### src/rtl/alu_arbiter_if.sv
// Request/response handshake bundle between two clients and the ALU arbiter.
// Clients drive through master, the arbiter drives through slave.
interface alu_arbiter_if #(
  parameter int unsigned AW = 4,
  parameter int unsigned SW = 3,
  parameter int unsigned OW = 8
);
  logic          req0_valid;
  logic          req0_ready;
  logic [AW-1:0] req0_a;
  logic [AW-1:0] req0_b;
  logic [SW-1:0] req0_s;
  logic          req1_valid;
  logic          req1_ready;
  logic [AW-1:0] req1_a;
  logic [AW-1:0] req1_b;
  logic [SW-1:0] req1_s;
  logic          rsp0_valid;
  logic          rsp0_ready;
  logic [OW-1:0] rsp0_o;
  logic          rsp1_valid;
  logic          rsp1_ready;
  logic [OW-1:0] rsp1_o;

  modport master (
    output req0_valid, req0_a, req0_b, req0_s, rsp0_ready,
    output req1_valid, req1_a, req1_b, req1_s, rsp1_ready,
    input  req0_ready, rsp0_valid, rsp0_o,
    input  req1_ready, rsp1_valid, rsp1_o
  );

  modport slave (
    input  req0_valid, req0_a, req0_b, req0_s, rsp0_ready,
    input  req1_valid, req1_a, req1_b, req1_s, rsp1_ready,
    output req0_ready, rsp0_valid, rsp0_o,
    output req1_ready, rsp1_valid, rsp1_o
  );
endinterface

### src/rtl/alu_arbiter.sv
// Round-robin sharing of one registered ALU between two requesters: accept one
// operation, hold operands for the ALU latency, then return the captured result.
module alu_arbiter #(
  parameter int unsigned AW      = 4,
  parameter int unsigned SW      = 3,
  parameter int unsigned OW      = 8,
  parameter int unsigned ALU_LAT = 1
) (
  input  logic          clock,
  input  logic          reset_n,
  alu_arbiter_if.slave  bus,
  output logic [AW-1:0] alu_a,
  output logic [AW-1:0] alu_b,
  output logic [SW-1:0] alu_s,
  input  logic [OW-1:0] alu_o,
  output logic          busy,
  output logic          grant_id
);

  localparam int unsigned CW = $clog2(ALU_LAT + 1);

  typedef enum logic [1:0] {IDLE, EXEC, RESP} state_t;

  state_t        state;
  logic [CW-1:0] cnt;
  logic          last_grant;
  logic          rsp0_valid_q;
  logic          rsp1_valid_q;
  logic [OW-1:0] rsp0_o_q;
  logic [OW-1:0] rsp1_o_q;
  logic          winner_c;
  logic          accept_c;
  logic          rsp_done_c;

  // A lone request wins outright; a tie goes to whoever was not served last.
  always_comb begin
    winner_c = ~last_grant;
    if (bus.req0_valid && !bus.req1_valid) begin
      winner_c = 1'b0;
    end else if (bus.req1_valid && !bus.req0_valid) begin
      winner_c = 1'b1;
    end
  end

  assign accept_c   = (state == IDLE) && (winner_c ? bus.req1_valid : bus.req0_valid);
  assign rsp_done_c = grant_id ? bus.rsp1_ready : bus.rsp0_ready;

  assign bus.req0_ready = (state == IDLE) && !winner_c;
  assign bus.req1_ready = (state == IDLE) &&  winner_c;
  assign bus.rsp0_valid = rsp0_valid_q;
  assign bus.rsp1_valid = rsp1_valid_q;
  assign bus.rsp0_o     = rsp0_o_q;
  assign bus.rsp1_o     = rsp1_o_q;

  // EXEC spans ALU_LAT+1 edges: counter loads ALU_LAT and capture happens at zero.
  always_ff @(posedge clock or negedge reset_n) begin
    if (!reset_n) begin
      state        <= IDLE;
      cnt          <= '0;
      last_grant   <= 1'b1;
      alu_a        <= '0;
      alu_b        <= '0;
      alu_s        <= '0;
      rsp0_valid_q <= 1'b0;
      rsp1_valid_q <= 1'b0;
      rsp0_o_q     <= '0;
      rsp1_o_q     <= '0;
      busy         <= 1'b0;
      grant_id     <= 1'b0;
    end else begin
      case (state)
        IDLE: begin
          if (accept_c) begin
            alu_a    <= winner_c ? bus.req1_a : bus.req0_a;
            alu_b    <= winner_c ? bus.req1_b : bus.req0_b;
            alu_s    <= winner_c ? bus.req1_s : bus.req0_s;
            grant_id <= winner_c;
            cnt      <= CW'(ALU_LAT);
            busy     <= 1'b1;
            state    <= EXEC;
          end
        end
        EXEC: begin
          if (cnt == '0) begin
            if (grant_id) begin
              rsp1_o_q     <= alu_o;
              rsp1_valid_q <= 1'b1;
            end else begin
              rsp0_o_q     <= alu_o;
              rsp0_valid_q <= 1'b1;
            end
            state <= RESP;
          end else begin
            cnt <= cnt - CW'(1);
          end
        end
        RESP: begin
          if (rsp_done_c) begin
            rsp0_valid_q <= 1'b0;
            rsp1_valid_q <= 1'b0;
            last_grant   <= grant_id;
            busy         <= 1'b0;
            state        <= IDLE;
          end
        end
        default: state <= IDLE;
      endcase
    end
  end

endmodule

### src/flat_wrapper.sv
// flat-port wrapper written by rule: the top's interface ports become plain ports
module alu_arbiter_flat 
#(
  parameter int unsigned AW      = 4,
  parameter int unsigned SW      = 3,
  parameter int unsigned OW      = 8,
  parameter int unsigned ALU_LAT = 1
)
  (clock, reset_n, alu_a, alu_b, alu_s, alu_o, busy, grant_id, bus_req0_valid, bus_req0_a, bus_req0_b, bus_req0_s, bus_rsp0_ready, bus_req1_valid, bus_req1_a, bus_req1_b, bus_req1_s, bus_rsp1_ready, bus_req0_ready, bus_rsp0_valid, bus_rsp0_o, bus_req1_ready, bus_rsp1_valid, bus_rsp1_o);
  alu_arbiter_if #(.AW(AW), .SW(SW), .OW(OW)) bus_i ();
  input  logic clock;
  input  logic reset_n;
  output logic [AW-1:0] alu_a;
  output logic [AW-1:0] alu_b;
  output logic [SW-1:0] alu_s;
  input  logic [OW-1:0] alu_o;
  output logic busy;
  output logic grant_id;
  input wire logic [$bits(bus_i.req0_valid)-1:0] bus_req0_valid;
  input wire logic [$bits(bus_i.req0_a)-1:0] bus_req0_a;
  input wire logic [$bits(bus_i.req0_b)-1:0] bus_req0_b;
  input wire logic [$bits(bus_i.req0_s)-1:0] bus_req0_s;
  input wire logic [$bits(bus_i.rsp0_ready)-1:0] bus_rsp0_ready;
  input wire logic [$bits(bus_i.req1_valid)-1:0] bus_req1_valid;
  input wire logic [$bits(bus_i.req1_a)-1:0] bus_req1_a;
  input wire logic [$bits(bus_i.req1_b)-1:0] bus_req1_b;
  input wire logic [$bits(bus_i.req1_s)-1:0] bus_req1_s;
  input wire logic [$bits(bus_i.rsp1_ready)-1:0] bus_rsp1_ready;
  output wire logic [$bits(bus_i.req0_ready)-1:0] bus_req0_ready;
  output wire logic [$bits(bus_i.rsp0_valid)-1:0] bus_rsp0_valid;
  output wire logic [$bits(bus_i.rsp0_o)-1:0] bus_rsp0_o;
  output wire logic [$bits(bus_i.req1_ready)-1:0] bus_req1_ready;
  output wire logic [$bits(bus_i.rsp1_valid)-1:0] bus_rsp1_valid;
  output wire logic [$bits(bus_i.rsp1_o)-1:0] bus_rsp1_o;
  assign bus_i.req0_valid = bus_req0_valid;
  assign bus_i.req0_a = bus_req0_a;
  assign bus_i.req0_b = bus_req0_b;
  assign bus_i.req0_s = bus_req0_s;
  assign bus_i.rsp0_ready = bus_rsp0_ready;
  assign bus_i.req1_valid = bus_req1_valid;
  assign bus_i.req1_a = bus_req1_a;
  assign bus_i.req1_b = bus_req1_b;
  assign bus_i.req1_s = bus_req1_s;
  assign bus_i.rsp1_ready = bus_rsp1_ready;
  assign bus_req0_ready = bus_i.req0_ready;
  assign bus_rsp0_valid = bus_i.rsp0_valid;
  assign bus_rsp0_o = bus_i.rsp0_o;
  assign bus_req1_ready = bus_i.req1_ready;
  assign bus_rsp1_valid = bus_i.rsp1_valid;
  assign bus_rsp1_o = bus_i.rsp1_o;
  alu_arbiter #(.AW(AW), .SW(SW), .OW(OW), .ALU_LAT(ALU_LAT)) u_core (.clock(clock), .reset_n(reset_n), .bus(bus_i), .alu_a(alu_a), .alu_b(alu_b), .alu_s(alu_s), .alu_o(alu_o), .busy(busy), .grant_id(grant_id));
endmodule
### config.mk
export PLATFORM = sky130hd
export DESIGN_NAME = alu_arbiter_flat
export DESIGN_NICKNAME = d
export VERILOG_FILES = /design/src/rtl/alu_arbiter_if.sv /design/src/rtl/alu_arbiter.sv /design/src/flat_wrapper.sv
export SDC_FILE = /design/constraint.sdc
export NUM_CORES = 1
export LEC_CHECK = 0
export ABC_AREA = 1
export BUFFER_PORTS_ARGS = -buffer_cell sky130_fd_sc_hd__buf_2
export CORE_UTILIZATION = 50
export CTS_BUF_LIST = sky130_fd_sc_hd__clkbuf_4 sky130_fd_sc_hd__clkbuf_8
export DETAILED_ROUTE_END_ITERATION = 16
export GPL_TIMING_DRIVEN = 0
export PLACE_DENSITY = 0.82
export SYNTH_ARGS = -nofsm -noshare
export SYNTH_HDL_FRONTEND = slang
export SYNTH_SLANG_ARGS = --single-unit
### constraint.sdc
create_clock -name clock -period 1.7 [get_ports clock]
set_input_delay 0.085 -clock clock [delete_from_list [all_inputs] [get_ports clock]]
set_output_delay 0.085 -clock clock [all_outputs]
set_load 0.03 [all_outputs]
======== Word level (Yosys, flattened, before mapping) ========
Cells that the tools add are included.
word-level totals
  bits in registers ....................... 35
  logic and storage cells ................. 66
  input bits .............................. 36
operators by class
  mux-type cells .......................... 22
  bitwise logic cells ..................... 3
  $add $sub $neg .......................... 1
  eq/ne operators ......................... 7
  reduce and logical (&&, ||, !) cells .... 21
operators with widths
  cell                   number
  $reduce_and A3 Y1      4
  $mux W1                11
  $mux W4                2
  $pmux W1 S2            4
  $reduce_and A4 Y1      2
  $mux W2                3
  $ne A2 B1 Y1 const B   3
  $pmux W2 S3            1
  $reduce_and A2 Y1      3
  $reduce_bool A2 Y1     3
  $logic_and A1 B1 Y1    5
  $ne A2 B2 Y1 const B   2
  $logic_not A1 Y1       3
  $mux W3                1
  $not A1 Y1             3
  $eq A2 B1 Y1 const B   1
  $eq A2 B2 Y1 const B   1
  $logic_not A2 Y1       1
  $sub A1 B1 Y1 const B  1

======== Depth between registers and ports, before layout ========
Gate-level depths: netlist (run 1).
  word-level depth ........................ 8
  gate-level depth with buffers ........... 7
  depth with buffers taken out ............ 7

======== Worst setup path before layout (run 1) ========
OpenSTA, ideal clock, no wires.
  path kind ............................... flip-flop to output port
  start point ............................. register u_core.last_grant
  end point ............................... output bus_req0_ready
  data required time ...................... 1615 ps
  cell stages (with the launch flop) ...... 6
  setup slack ............................. 289 ps
  buffers on the path ..................... 1
  arrival time ............................ 1326 ps
  cells stage by stage .................... dfstp_2 nand2_1 nand2_1 nand2_1 buf_2 nor2_1
on the way
  longest elaborated chain between the ends .. 5
RTL lines
  what                    line                text
  start, declared         alu_arbiter.sv:26   logic last_grant;
  start signal, assigned  alu_arbiter.sv:101  last_grant <= grant_id;
  $not A1 Y1              alu_arbiter.sv:37   winner_c = ~last_grant;
  $mux W1                 alu_arbiter.sv:40   end else if (bus.req1_valid && !bus.req0_valid) begin
  $mux W1                 alu_arbiter.sv:38   if (bus.req0_valid && !bus.req1_valid) begin
  $logic_not A1 Y1        alu_arbiter.sv:48   assign bus.req0_ready = (state == IDLE) && !winner_c;
  $logic_and A1 B1 Y1     alu_arbiter.sv:48
  end, declared           flat_wrapper.sv:29  output wire logic [$bits(bus_i.req0_ready)-1:0] bus_req0_ready;
No other way between the ends.

======== Worst setup path after layout (run 1) ========
  start point ............................. register u_core.last_grant
  end point ............................... output bus_req1_ready
on the way
  longest elaborated chain between the ends .. 4
RTL lines
  what                 line                text
  $not A1 Y1           alu_arbiter.sv:37
  $mux W1              alu_arbiter.sv:40
  $mux W1              alu_arbiter.sv:38
  $logic_and A1 B1 Y1  alu_arbiter.sv:49   assign bus.req1_ready = (state == IDLE) && winner_c;
  end, declared        flat_wrapper.sv:32  output wire logic [$bits(bus_i.req1_ready)-1:0] bus_req1_ready;
No other way between the ends.

==> impl_metrics.tcl, run 1 <==
set metrics [dict create \
    fin_skew_ns 0.00822 \
    synth_top_area_cell "dfrtp_1" \
    clk_path_buf_depth 2 \
    maxSlewHeadroom 0.502 \
    ys_ff_latch 35 \
    cpLargestDelayFamily "flip-flops" \
    timing.final.crit_share 0.938 \
    synth_top_area_share 0.507 \
    endpoint_kind "primary output" \
    portBuffers 68 \
    track_usage 0.210 \
    crit_arrival_ns 1.51 \
    vias_per_cell 4.59 \
    ctsHtreeMaxLevel 2 \
    io_pins 69 \
    fp-row-count 20 \
    clk_pin_slew_ns 0.10 \
    critical_path.max_fanout 10 \
    wl_microns 3450 \
    synthArstFlopShare 1.00 \
    max_freq_mhz 627 \
    antenna_found_initial 0 \
    status "completed" \
    grt_max_degree 36 \
    drt-initial-drc-count 49 \
    cts_sinks 35 \
    clock_latency_ns 0.32 \
    tightest_slew_ns 0.748 \
    nets 315 \
    syn_to_final_growth_pct 28.2 \
    crit_path_top_delay_cell "dfstp_2" \
    path_buf_inv 2 \
    power_density_nw_per_um2 2000 \
    die_x_microns 60.0 \
    grt_overflow 0 \
    period_needed_ns 1.59 \
    synth.most_common_cell "nand2_1" \
    synth_cells 204 \
    cts_tree "yes" \
    cellLeakagePower_nw 1.29 \
    yosysSeqAreaShare 0.522 \
    syn-num-nets 240 \
    drv_slew 0 \
    yosys-top-cells-count "67 x nand2_1, 39 x inv_1, 34 x dfrtp_1" \
    finalPower_mw 4.29 \
    syn_area_sq_um 1680 \
    finalSetupTns_ns 0 \
    place_congestion 0.767 \
    start_util 0.537 \
    coreArea_sq_um 3130 \
    ir_drop_v 0.000865 \
    grt_pass1_vias 1356 \
    wl_per_cell_microns 10.6 \
    root_buffer "clkbuf_4" \
    fp.dieH_microns 60.0 \
    vias 1486 \
    crit_path_start_kind "flip-flop" \
    rsz0062_at_grt "false" \
    drive_above_1_share 0.379 \
    slowest_delay_ns 0.56 \
    dieArea_sq_um 3590 \
    synth_ff_type "dfrtp_1" \
    cap_violations 0 \
    netlist-cell-type-count 18 \
    syn_area_per_cell_sq_um 8.23 \
    firstDrtPassIters 4 \
    critPathRequiredTime_ns 1.62 \
    worstPathCellList "nand2_1 -> nand2_2 -> clkbuf_4 -> a21oi_1 -> buf_2" \
    hpwlAfterDp_microns 2630 \
    numCtsBuffers 5 \
    synth_edf_count 0 \
    hp-class "in2reg" \
    ys_warn_count 0 \
    worstSetupPathType "reg2out" \
    ant_nets 0 \
    setup_viol 0 \
    hold_violations 0 \
    synthTopCellsByArea "dfrtp_1 51%, nand2_1 15%, inv_1 8.7%, nand3_1 6.9%, o21ai_2 6.3%" \
    diodes 0 \
    grt_pass1_wl_microns 5620 \
    drc 0 \
]
[layer usage]
layer	part of all wire	vias up	GRT usage	wire length, microns
li1	-	771	-	-
met1	0.45	682	0.255	1560
met2	0.50	29	0.362	1730
met3	0.036	4	0.0455	125
met4	0.011	0	0.0831	37
met5	0	-	0	0
[repair_timing]
item                       CTS  global route
setup endpoints to repair    1             2
hold buffers                 1             0
resized for setup            2             5
hold endpoints to repair    34             0
buffers inserted             0             0
[cell type report]
| class | instances | area, sq um |
|---|---|---|
| multi-input cells | 121 | 599 |
| repair buffers | 69 | 353 |
| clock inverters | 1 | 5.00 |
| fillers | 273 | 976 |
| clock buffers | 7 | 52.6 |
| inverters | 41 | 154 |
| flip-flops and latches | 35 | 877 |
| plain buffers | 6 | 56.3 |
| well taps | 44 | 55.1 |
[cells in the final DEF (no fill, tap or decap), types with 2 or more instances in the layout]
master	Yosys	routed
nand3_1	23	23
nor2_1	4	4
inv_2	2	2
clkbuf_4	0	9
buf_4	1	2
o21ai_2	12	12
o21ai_1	4	4
o21ai_0	3	3
inv_1	39	39
nor2_4	2	2
nand2_1	67	64
buf_2	3	67
buf_6	3	3
dfrtp_1	34	34
nand2_2	3	6
[cell families after synthesis]
kind of cell,synth area share
AND/OR/NAND/NOR,0.252
flip-flops,0.522
buffers and inverters,0.125
AO/OA/AOI/OAI,0.101
[worst min-delay path: stages]
cell	delay [ns]
buf_2	0.09
inv_1	0.07
o21ai_2	0.06
[sequential cells by signal, summed over array words and instances (netlist names), 2 cells and up]
signal and cells:
u_core.alu_a 4, u_core.alu_b 4, u_core.alu_s 3, u_core.bus.rsp0_o 8
u_core.bus.rsp1_o 8, u_core.state 2
[through the flow]
| stage | instance area, sq um | hold WS, ns | setup slack, ns | cells | utilization |
|---|---|---|---|---|---|
| after floorplan | 1680 | -0.211 | 0.289 | 204 | - |
| after global routing | 2150 | 0.0127 | 0.00879 | 324 | 0.688 |
| after global placement | 2070 | 0.203 | 0.335 | 316 | 0.663 |
| final | 2150 | 0.0251 | 0.105 | 324 | 0.688 |
| after CTS | 2150 | 0.0196 | 0.00183 | 325 | 0.686 |
| after detailed placement | 2070 | 0.203 | 0.327 | 316 | 0.663 |
[report_power, final]
part | switching [mW] | total (mW) | internal, mW | leakage [nW]
clock network | 0.246 | 0.439 | 0.193 | 0.0361
registers | 0.238 | 1.49 | 1.25 | 0.420
logic | 1.63 | 2.36 | 0.738 | 0.831
[worst paths after layout]
| kind | startpoint | depth (start not counted) | slack, ns | to |
|---|---|---|---|---|
| setup reg to reg | u_core.last_grant$_DFFE_PN1P_ | 6 | 0.45 | u_core.alu_b[2]$_DFFE_PN0P_ |
| max in group asynchronous | reset_n | 2 | 0.86 | u_core.state[0]$_DFFE_PN0P_ |
| hold / removal | alu_o[2] | 3 | 0.03 | u_core.bus.rsp1_o[2]$_DFFE_PN0P_ |
| min in group asynchronous | reset_n | 2 | 0.37 | u_core.bus.rsp0_o[1]$_DFFE_PN0P_ |
| hold reg to reg | u_core.alu_b[0]$_DFFE_PN0P_ | 2 | 0.48 | u_core.alu_b[0]$_DFFE_PN0P_ |
| setup / recovery | u_core.last_grant$_DFFE_PN1P_ | 5 | 0.11 | bus_req1_ready |
Note: power is estimated with default switching activity, not from simulation.
==> run 2, diff against run 1 <==
Settings changed: GPL_ROUTABILITY_DRIVEN set to 0, REMOVE_ABC_BUFFERS set to 1.
==> run 2 against run 1 <==
  * Worst hold slack improved by 0.0084 ns
  * Clock power increased by 2%
  * First-iteration DRC count increased by 43%
  * Fmax about the same
  * Critical endpoint is now bus_req0_ready
  * Largest power group unchanged
  * Highest routed layer unchanged
==> impl_metrics.tcl, run 2 (synthesis results as in run 1) <==
set metrics [dict create \
    max_freq_mhz 627 \
    diodes 0 \
    crit_path_start_kind "flip-flop" \
    setup_viol 0 \
    pwr-share-comb 0.543 \
    wl_per_cell_microns 10.2 \
    die_x_microns 60.0 \
    drt-initial-drc-count 70 \
    track_usage 0.199 \
    critPathLaunch "u_core.last_grant$_DFFE_PN1P_" \
    slowest_delay_ns 0.57 \
    vias_per_cell 4.53 \
    hp-class "in2reg" \
    power_density_nw_per_um2 1970 \
    drc 0 \
    drive_above_1_share 0.376 \
    coreArea_sq_um 3130 \
    grt_pass1_wl_microns 5300 \
    worstPathCellList "nand2_1 -> nand2_4 -> nand2_4 -> nor2_1 -> clkbuf_4" \
    fp-row-count 20 \
    intPower_mw 2.15 \
    ir_drop_v 0.00115 \
    p_sw_mw 2.09 \
    cpMostUsedCell "nand2_4" \
    wl_microns 3290 \
    clock_latency_ns 0.32 \
    crit_path_top_delay_cell "dfstp_2" \
    numCtsBuffers 5 \
    drv_slew 0 \
    critical_path.max_fanout 13 \
    hpwlAfterDp_microns 2260 \
    io_pins 69 \
    start_util 0.537 \
    ctsHtreeMaxLevel 2 \
    reg2reg_depth 6 \
    worst_slack_ns 0.105 \
    cap_violations 0 \
    endpoint_kind "primary output" \
    dieArea_sq_um 3590 \
    p_clk_frac 0.105 \
    cts_tree "yes" \
    rsz0062_at_grt "false" \
    nets 315 \
    holdPathStages 3 \
    worstSetupPathType "reg2out" \
    p_sw_frac 0.493 \
    root_buffer "clkbuf_4" \
    p_seq_frac 0.352 \
    grt_pass1_vias 1274 \
    hold_violations 0 \
    post-place-ws_ns -0.0636 \
    status "completed" \
    rrSetupSlack_ns 0.35 \
    period_needed_ns 1.60 \
    rr_endpoint "u_core.alu_a[2]$_DFFE_PN0P_" \
    crit_arrival_ns 1.51 \
    hold_start "alu_o[4]" \
    clk_path_buf_depth 2 \
    postLayoutCoreUtil 0.689 \
    ant_nets 0 \
    critPathRequiredTime_ns 1.62 \
    fp.dieH_microns 60.0 \
    final_common_cell "buf_2" \
    hold_end "u_core.bus.rsp1_o[4]$_DFFE_PN0P_" \
    cts_sinks 35 \
    fin_skew_ns 0.0116 \
    portBuffers 68 \
    cellLeakagePower_nw 1.29 \
    grt_overflow 0 \
    syn_to_final_growth_pct 28.3 \
    antenna_found_initial 0 \
    maxSlewHeadroom 0.495 \
    firstDrtPassIters 4 \
    vias 1462 \
    tightest_slew_ns 0.758 \
    reg2reg_from "u_core.state[0]$_DFFE_PN0P_" \
    timing.final.crit_share 0.938 \
    final_cell_mix "67 x buf_2, 64 x nand2_1, 39 x inv_1, 34 x dfrtp_1, 23 x nand3_1" \
    clk_pin_slew_ns 0.11 \
    grt_max_degree 36 \
]
run 2: changes by cell type in the layout (fill, tap and decap cells not counted), sizes merged:
cell,change
buf,+1
clkbuf,-2
run 2: worst max-delay path: cells and delay by family, from the launching register on:
| kind | cells | cell delay, ns |
|---|---|---|
| AND/OR/NAND/NOR | 4 | 0.43 |
| buffers and inverters | 1 | 0.19 |
| flip-flops | 1 | 0.57 |
run 2: layout make-up:
type | count | area [sq um]
Fill cell | 269 | 973
Tap cell | 44 | 55.1
Timing Repair Buffer | 75 | 398
Inverter | 41 | 154
Clock inverter | 1 | 5.00
Clock buffer | 6 | 51.3
Multi-Input combinational cell | 121 | 614
Sequential cell | 35 | 877
run 2: metrics by stage:
stage	total power, mW	hold slack (ns)	std cells	instance area, sq um	TNS [ns]
2_1_floorplan	3.12	-0.211	197	1620	0
5_1_grt	4.56	0.0311	323	2150	0
3_5_place_dp	3.75	0.201	309	2020	-0.0636
3_3_place_gp	3.70	0.193	309	2020	-0.0597
6_report	4.24	0.0335	323	2150	0
4_1_cts	4.22	0.0182	317	2110	0
run 2: worst max path at each step:
stage	to	slack, ns
detailed placement	bus_req0_ready	-0.06
finish	bus_req0_ready	0.10
global placement	bus_req0_ready	-0.06
floorplan	bus_req0_ready	0.09
CTS	bus_req0_ready	0.04
global route	bus_req0_ready	0.03
run 2: power by group through the flow:
stage          clock network (mW)  registers, mW  logic, mW
2_1_floorplan                   0           2.23      0.894
4_1_cts                     0.459           1.49       2.28
3_5_place_dp                    0           1.50       2.25
5_1_grt                     0.495           1.54       2.53
6_report                    0.446           1.49       2.30
3_3_place_gp                    0           1.50       2.21
run 2: what timing repair did:
| action | CTS | global route |
|---|---|---|
| hold endpoints to repair | 34 | 0 |
| hold buffers | 1 | 0 |
| pin swaps | 0 | 2 |
| resized for setup | 6 | 1 |
| setup endpoints to repair | 1 | 1 |
| setup buffers | 0 | 6 |
run 2: metal layers:
metal,share of wire,routed length [microns],vias to the layer above,track usage
li1,-,-,765,-
met1,0.48,1560,630,0.252
met2,0.44,1460,65,0.330
met3,0.074,244,2,0.0519
met4,0.0073,24,0,0.0631
met5,0,0,-,0
